<file path="config.mk">
export PLATFORM = sky130hd
export DESIGN_NAME = sd_read_sequencer
export DESIGN_NICKNAME = d
export VERILOG_FILES = /design/src/rtl/sd_pkg.sv /design/src/rtl/sd_word_fifo.sv /design/src/rtl/sd_read_sequencer.sv
export SDC_FILE = /design/constraint.sdc
export NUM_CORES = 1
export LEC_CHECK = 0
export BUFFER_PORTS_ARGS = -buffer_cell sky130_fd_sc_hd__buf_2
export CELL_PAD_IN_SITES_DETAIL_PLACEMENT = 1
export CELL_PAD_IN_SITES_GLOBAL_PLACEMENT = 1
export CORE_AREA = 5 5 154 156
export CTS_CLUSTER_DIAMETER = 80
export DETAILED_ROUTE_END_ITERATION = 8
export DIE_AREA = 0 0 159 161
export MAX_ROUTING_LAYER = met4
export PLACE_DENSITY_LB_ADDON = 0.1
export SETUP_SLACK_MARGIN = 0.05
export SYNTH_ARGS = -nofsm -noshare
export SYNTH_HDL_FRONTEND = slang
export SYNTH_SLANG_ARGS = --single-unit
</file>
<file path="constraint.sdc">
create_clock -name clk -period 10.21 [get_ports clk]
set_input_delay 1.5315 -clock clk [delete_from_list [all_inputs] [get_ports clk]]
set_output_delay 1.5315 -clock clk [all_outputs]
set_load 0.01 [all_outputs]
</file>
<file path="src/rtl/sd_pkg.sv">
// sd_pkg: shared types and constants for the SD read sequencer
package sd_pkg;
  localparam int SD_WORD_W = 32;
  localparam int SD_BLOCK_BYTES = 512;
  localparam int DEF_WORDS_PER_BLOCK = SD_BLOCK_BYTES / (SD_WORD_W / 8);
  typedef enum logic [2:0] {IDLE, SETADDR, READ, DRAIN, FINISH} state_e;
endpackage

</file>
<file path="src/rtl/sd_word_fifo.sv">
// sd_word_fifo: DEPTH x word synchronous FIFO, head word always visible on data_o
module sd_word_fifo import sd_pkg::*; #(
  parameter int DEPTH = 4
) (
  input  logic                   clk,
  input  logic                   reset,
  input  logic                   push_i,
  input  logic                   pop_i,
  input  logic [SD_WORD_W-1:0]   data_i,
  output logic [SD_WORD_W-1:0]   data_o,
  output logic [$clog2(DEPTH):0] count_o,
  output logic                   full_o,
  output logic                   empty_o
);
  localparam int AW = $clog2(DEPTH);
  logic [SD_WORD_W-1:0] mem_q [DEPTH];
  logic [AW-1:0] wr_q, rd_q;
  logic [AW:0] cnt_q;
  logic wr, rd;
  assign empty_o = cnt_q == '0;
  assign full_o = cnt_q == (AW+1)'(DEPTH);
  assign count_o = cnt_q;
  assign data_o = mem_q[rd_q];
  assign rd = pop_i & ~empty_o;
  // a push into a full FIFO is legal only when the head leaves in the same cycle
  assign wr = push_i & (~full_o | rd);
  always_ff @(posedge clk) begin
    if (reset) begin
      for (int i = 0; i < DEPTH; i++) mem_q[i] <= '0;
      wr_q <= '0;
      rd_q <= '0;
      cnt_q <= '0;
    end else begin
      if (wr) mem_q[wr_q] <= data_i;
      wr_q <= wr_q + AW'(wr);
      rd_q <= rd_q + AW'(rd);
      cnt_q <= cnt_q + (AW+1)'(wr) - (AW+1)'(rd);
    end
  end
endmodule

</file>
<file path="src/rtl/sd_read_sequencer.sv">
// sd_read_sequencer: issues one set-address then streams helper words through a
// small buffer, reading the helper only when the buffer can take the word.
module sd_read_sequencer import sd_pkg::*; #(
  parameter int WORDS_PER_BLOCK = DEF_WORDS_PER_BLOCK,
  parameter int CNT_W = 16,
  parameter int BUF_DEPTH = 4
) (
  input  logic                 clk,
  input  logic                 reset,
  input  logic                 req_valid,
  output logic                 req_ready,
  input  logic [SD_WORD_W-1:0] req_addr,
  input  logic [CNT_W-1:0]     req_blocks,
  output logic                 out_valid,
  input  logic                 out_ready,
  output logic [SD_WORD_W-1:0] out_data,
  output logic                 done,
  output logic                 sd_set_addr,
  output logic [SD_WORD_W-1:0] sd_addr,
  output logic                 sd_ren,
  input  logic [SD_WORD_W-1:0] sd_data
);
  localparam int REM_W = CNT_W + $clog2(WORDS_PER_BLOCK);
  localparam int AW = $clog2(BUF_DEPTH);
  state_e state_q, state_d;
  logic [REM_W-1:0] rem_q, rem_d;
  logic [SD_WORD_W-1:0] addr_q, addr_d;
  logic [AW:0] count;
  logic full, empty, pop;
  sd_word_fifo #(.DEPTH(BUF_DEPTH)) u_fifo (
    .clk(clk), .reset(reset), .push_i(sd_ren), .pop_i(out_ready), .data_i(sd_data),
    .data_o(out_data), .count_o(count), .full_o(full), .empty_o(empty)
  );
  assign out_valid = ~empty;
  assign pop = out_valid & out_ready;
  assign sd_addr = addr_q;
  always_comb begin
    state_d = state_q;
    rem_d = rem_q;
    addr_d = addr_q;
    req_ready = state_q == IDLE;
    sd_set_addr = state_q == SETADDR;
    done = state_q == FINISH;
    // occupancy after this cycle's pop stays below depth
    sd_ren = state_q == READ && rem_q != '0 && (!full || pop);
    case (state_q)
      IDLE: if (req_valid) begin
        addr_d = req_addr;
        rem_d = REM_W'(req_blocks) * REM_W'(WORDS_PER_BLOCK);
        state_d = req_blocks == '0 ? FINISH : SETADDR;
      end
      SETADDR: state_d = READ;
      READ: begin
        rem_d = rem_q - REM_W'(sd_ren);
        state_d = rem_d == '0 ? DRAIN : READ;
      end
      DRAIN: state_d = (empty || (count == (AW+1)'(1) && pop)) ? FINISH : DRAIN;
      FINISH: state_d = IDLE;
      default: state_d = IDLE;
    endcase
  end
  always_ff @(posedge clk) begin
    if (reset) begin
      state_q <= IDLE;
      rem_q <= '0;
      addr_q <= '0;
    end else begin
      state_q <= state_d;
      rem_q <= rem_d;
      addr_q <= addr_d;
    end
  end
endmodule

</file>
### Word level (Yosys, flattened, before mapping)

Memories as Yosys holds them, arrays and structs flattened. A register that Yosys moved wholly into a read port is not among the register bits.
Index checks and enable logic that the tools add are counted.
Widths: inputs -> output; s select.

| storage, ports and cells | value |
|---|---|
| bits in writable memories | 128 |
| register bits after elaboration | 65 |
| memories | 1 |
| output and inout port bits | 69 |
| logic and storage cells | 55 |

Memories:

| name | words | bits a word | rd ports | clocked after memory_dff | wr ports | RTL line | source |
|---|---|---|---|---|---|---|---|
| u_fifo.mem_q | 4 | 32 | 1 | 1 | 4 | sd_word_fifo.sv:16 | `logic [SD_WORD_W-1:0] mem_q [DEPTH];` |

| operators by class | value |
|---|---|
| $add $sub $neg | 5 |
| bitwise logic cells | 5 |
| eq/ne operators | 7 |
| reduce and logical (&&, ||, !) cells | 15 |
| muxes and demuxes | 16 |

Operator list:

| cell | count |
|---|---|
| $pmux 23 s2 | 1 |
| $mux 32 | 1 |
| $reduce_or 32->1 | 1 |
| $logic_not 23->1 | 1 |
| $mux 23 | 1 |
| $reduce_bool 23->1 | 1 |
| $sub 23x1->23 | 1 |
| $logic_not 16->1 | 1 |
| $pmux 3 s4 | 1 |
| $mux 3 | 3 |
| $mux 1 | 7 |
| $eq 3x1->1 const B | 2 |
| $eq 3x2->1 const B | 2 |
| $eq 3x3->1 const B | 2 |
| $logic_not 3->1 | 2 |
| $add 2x1->2 | 2 |
| $mux 2 | 2 |
| $reduce_and 2->1 | 2 |
| $add 3x1->3 | 1 |
| $logic_and 1x1->1 | 3 |
| $sub 3x1->3 | 1 |
| $and 1x1->1 | 2 |
| $logic_or 1x1->1 | 2 |
| $ne 2x2->1 const B | 1 |
| 4 further kinds | 5 |

### Logic depth before layout (Yosys ltp)

| logic depth | value |
|---|---|
| depth in word-level cells | 11 |
| depth in mapped cells | 13 |
| depth with buffers taken out | 10 |

### By module

From an unflattened synthesis, not the netlist that was laid out.

| unflattened totals | value |
|---|---|
| cell total of the unflattened synthesis | 754 |
| area total of the unflattened synthesis | 9220.1 sq um |

Modules (own cells, without submodules):

| module | instances | area an instance (sq um) | cells an instance | sequential area each (sq um) |
|---|---|---|---|---|
| sd_word_fifo | 1 | 6427.4 | 373 | 3983.8 |
| sd_read_sequencer | 1 | 2792.7 | 381 | 1161.1 |

### Worst setup path after synthesis

Ideal clock, no wire load.

| path | value |
|---|---|
| path type | in2reg |
| from | in out_ready |
| to | reg rem_q[20] |
| library setup time | 74 ps |
| cell stages on the path | 11 |
| data arrival time | 4157 ps |
| path slack | 5978 ps |
| cell sequence | inv_1 a31oi_1 o31a_1 ha_1 ha_1 or3b_2 clkbuf_1 nor4_4 nand3_1 or3_1 a31oi_1 |

| on the way | value |
|---|---|
| word-level cells in the longest chain between the ends | 5 |

Ends and longest elaborated chain:

| item | RTL line | source |
|---|---|---|
| from (decl) | sd_read_sequencer.sv:15 | `input logic out_ready,` |
| $and 1x1->1 | sd_read_sequencer.sv:35 | `assign pop = out_valid & out_ready;` |
| $logic_or 1x1->1 | sd_read_sequencer.sv:45 | `sd_ren = state_q == READ && rem_q != '0 && (!full \|\| pop);` |
| $logic_and 1x1->1 | sd_read_sequencer.sv:45 |  |
| net sd_ren | sd_read_sequencer.sv:20 | `output logic sd_ren,` |
| $sub 23x1->23 | sd_read_sequencer.sv:54 | `rem_d = rem_q - REM_W'(sd_ren);` |
| $pmux 23 s2 | sd_read_sequencer.sv:46 | `case (state_q)` |
| to (signal assigned) | sd_read_sequencer.sv:69 | `rem_q <= rem_d;` |
| to (decl) | sd_read_sequencer.sv:26 | `logic [REM_W-1:0] rem_q, rem_d;` |

The timed path passes the listed nets, and every way through them passes these cells.
A chain may end at the register's enable or synchronous reset.

==> results.json <==
{
  "fin_crit_sh_pct": 43.6,
  "drive_above_1_share_pct": 27.8,
  "synth_ff_type": "edfxtp_1",
  "pwr-share-seq_pct": 46.7,
  "cp.required_ps": 10260,
  "switchingPower_w": 0.000592,
  "cp_max_fo": 69,
  "synth_commonest_cells": "and2_1 (130), edfxtp_1 (128), nand2_1 (88)",
  "max_freq_ghz": 0.224,
  "ys_warn_count": 0,
  "ctsHoldBuffers": 0,
  "vias": 6182,
  "critPathLaunchType": "primary input",
  "grt_pass1_wl_um": 36700,
  "grt_overflow": 0,
  "root_buffer": "clkbuf_16",
  "netlist_instances": 732,
  "num_rows": 55,
  "met3_length_um": 1470,
  "cts_tree": "done",
  "maxSlewViolCount": 0,
  "avgSynthCellArea_um2": 11.9,
  "met2_length_um": 11700,
  "layout_setup_ws_ps": 5750,
  "synth-seq-cells": 193,
  "hold_viol_final": 0,
  "ys_seq_area_share_pct": 59.0,
  "drc": 0,
  "hp-class": "reg -> reg",
  "final_util_pct": 46.2,
  "die_w_um": 159,
  "highest_layer": "met4",
  "first_iter_violations": 365,
  "clk_pin_slew_ps": 70,
  "pre_cts_ws_ps": 5210,
  "grt_max_degree": 70,
  "intPower_w": 0.00142,
  "rsz0062_at_grt": "false",
  "power_frac_clock_pct": 32.8,
  "first_global_vias": 6750,
  "maxCapViolCount": 0,
  "crit_arrival_ps": 4500,
  "firstDrtPassIters": 5,
  "stdcell_count": 1158,
  "cellPowerDensity_mw_per_mm2": 196,
  "netlist_area_mm2": 0.00872,
  "min_period_ps": 4460,
  "synthArstFlopShare_pct": 0,
  "grtUsageTotal_pct": 18.4,
  "netlist.area_leader.share_pct": 44.1,
  "tightestPinTransition_ps": 1120,
  "cts_num_sinks": 193,
  "synthDistinctLibCells": 59,
  "setup_viol": 0,
  "die_area_mm2": 0.0256,
  "ir_drop_mv": 0.112,
  "wl_per_cell_um": 19.9,
  "start_util_pct": 39.2,
  "cts_buffers": 17,
  "worst-setup-path-type": "in -> reg",
  "syn_to_final_growth_pct": 17.9,
  "die_y_um": 161,
  "placement.io_buffers": 152,
  "syn_nets": 823,
  "r2r_setup_slack_ps": 5770,
  "cts_setup_buffers": 0,
  "antenna_found_initial": 3,
  "swShare_pct": 29.4,
  "vias_per_cell": 5.34,
  "ant_nets": 0,
  "fin_tns_setup_ps": 0,
  "synth_area_leaders": "edfxtp_1 (44%), dfxtp_1 (15%), and2_1 (9.3%)",
  "yosysTopAreaCell": "edfxtp_1",
  "status": "finished, final reports clean",
  "relSlewSlack_pct": 25.1,
  "clockBufferDepth": 2,
  "cts_resized": 0,
  "finalNetCount": 948,
  "yosysMostFrequentCell": "and2_1",
  "pwr-share-comb_pct": 20.5,
  "finalWeightedCongestion": 0.796,
  "wl_met1_um": 9800,
  "finalClockSkew_ps": 20.0,
  "leakage_nw": 3.97,
  "clk_latency_ps": 430,
  "end_kind": "flop",
  "place_hpwl_um": 15800,
  "wl_um": 23100,
  "cts_max_level": 4,
  "place_inst": 1123,
  "io_pins": 153,
  "synth_edf_count": 128,
  "core-area_mm2": 0.0222
}
==> power by group through the flow <==
stage / combinational (W) / sequential [W] / clock [W]
floorplan: 0.000291 / 0.000927 / 0
global placement: 0.000414 / 0.000956 / 0
detailed placement: 0.000423 / 0.000959 / 0
CTS: 0.000425 / 0.000942 / 0.000676
global route: 0.000456 / 0.000949 / 0.000707
finish: 0.000414 / 0.000940 / 0.000661
==> routing by layer <==
metal  vias to the layer above  GRT usage (%)
li1                       2904              -
met1                      3105           22.2
met2                       163           30.9
met3                        10           5.56
met4                         0           3.72
met5                         -              -
==> state kept, by name, summed over array words and instances (netlist names) <==
signal          cells
u_fifo.count_o      3
state_q             3
u_fifo.rd_q         2
rem_q              23
u_fifo.wr_q         2
sd_addr            32
u_fifo.mem_q      128
==> layout make-up <==
class | count | area (µm²)
clock buffer | 17 | 425
fill | 2441 | 11900
clock inverter | 15 | 149
tap | 285 | 357
antenna | 3 | 7.51
timing repair buffer | 156 | 791
multi-input combinational | 479 | 3360
inverter | 10 | 37.5
sequential | 193 | 5150
==> stage by stage <==
stage                     area, µm²  power (W)  hold slack [ps]
final                         10300    0.00201              462
after detailed placement       9700    0.00138              454
after global placement         9700    0.00137              441
after floorplan                8720    0.00122              477
after CTS                     10300    0.00204              464
after global routing          10300    0.00211              480
==> cells by family (layout without fill, tap and decap cells) <==
group | after synthesis | in the layout | synth area share [%]
DFF | 193 | 193 | 59.0
adders and majority gates | 7 | 7 | 1.09
muxes | 33 | 33 | 8.40
other | 0 | 3 | 0
xor gates and xnor gates | 6 | 6 | 0.603
and+or+nand+nor | 326 | 326 | 20.8
AOI/OAI and AO/OA | 107 | 107 | 7.38
buffers and inverters | 60 | 198 | 2.70
==> critical path: stages <==
cell and delay (ps):
buf_2 90, buf_4 340, inv_1 230, o311a_4 470, nor3b_4 980, or2_2 810
==> path summary, 6_finish.rpt <==
kind,from,cells after the start,end
max,reset,6,u_fifo.mem_q[0][17]
max reg2reg,state_q[2],10,rem_q[20]
min reg2reg,sd_addr[8],2,sd_addr[8]
min,sd_addr[8],2,sd_addr[8]
==> cells in the final DEF (no fill, tap or decap), types with 4 or more instances in the layout <==
master,Yosys,layout
a21oi_1,53,53
a31oi_1,12,12
a32oi_1,4,4
and2_1,130,130
buf_2,2,152
buf_4,0,4
clkbuf_16,0,17
clkinvlp_4,0,4
dfxtp_1,65,63
edfxtp_1,128,128
ha_1,6,6
inv_1,10,10
inv_6,0,5
mux4_2,32,32
nand2_1,88,87
nand3_1,8,8
nor2_1,29,28
nor2b_1,5,5
nor3_1,10,10
nor4_1,15,15
o211ai_1,4,4
o21ai_0,17,17
or2_2,5,5
or3_1,6,6
xnor2_1,5,5
No activity file was read; power rests on OpenSTA's default activity.
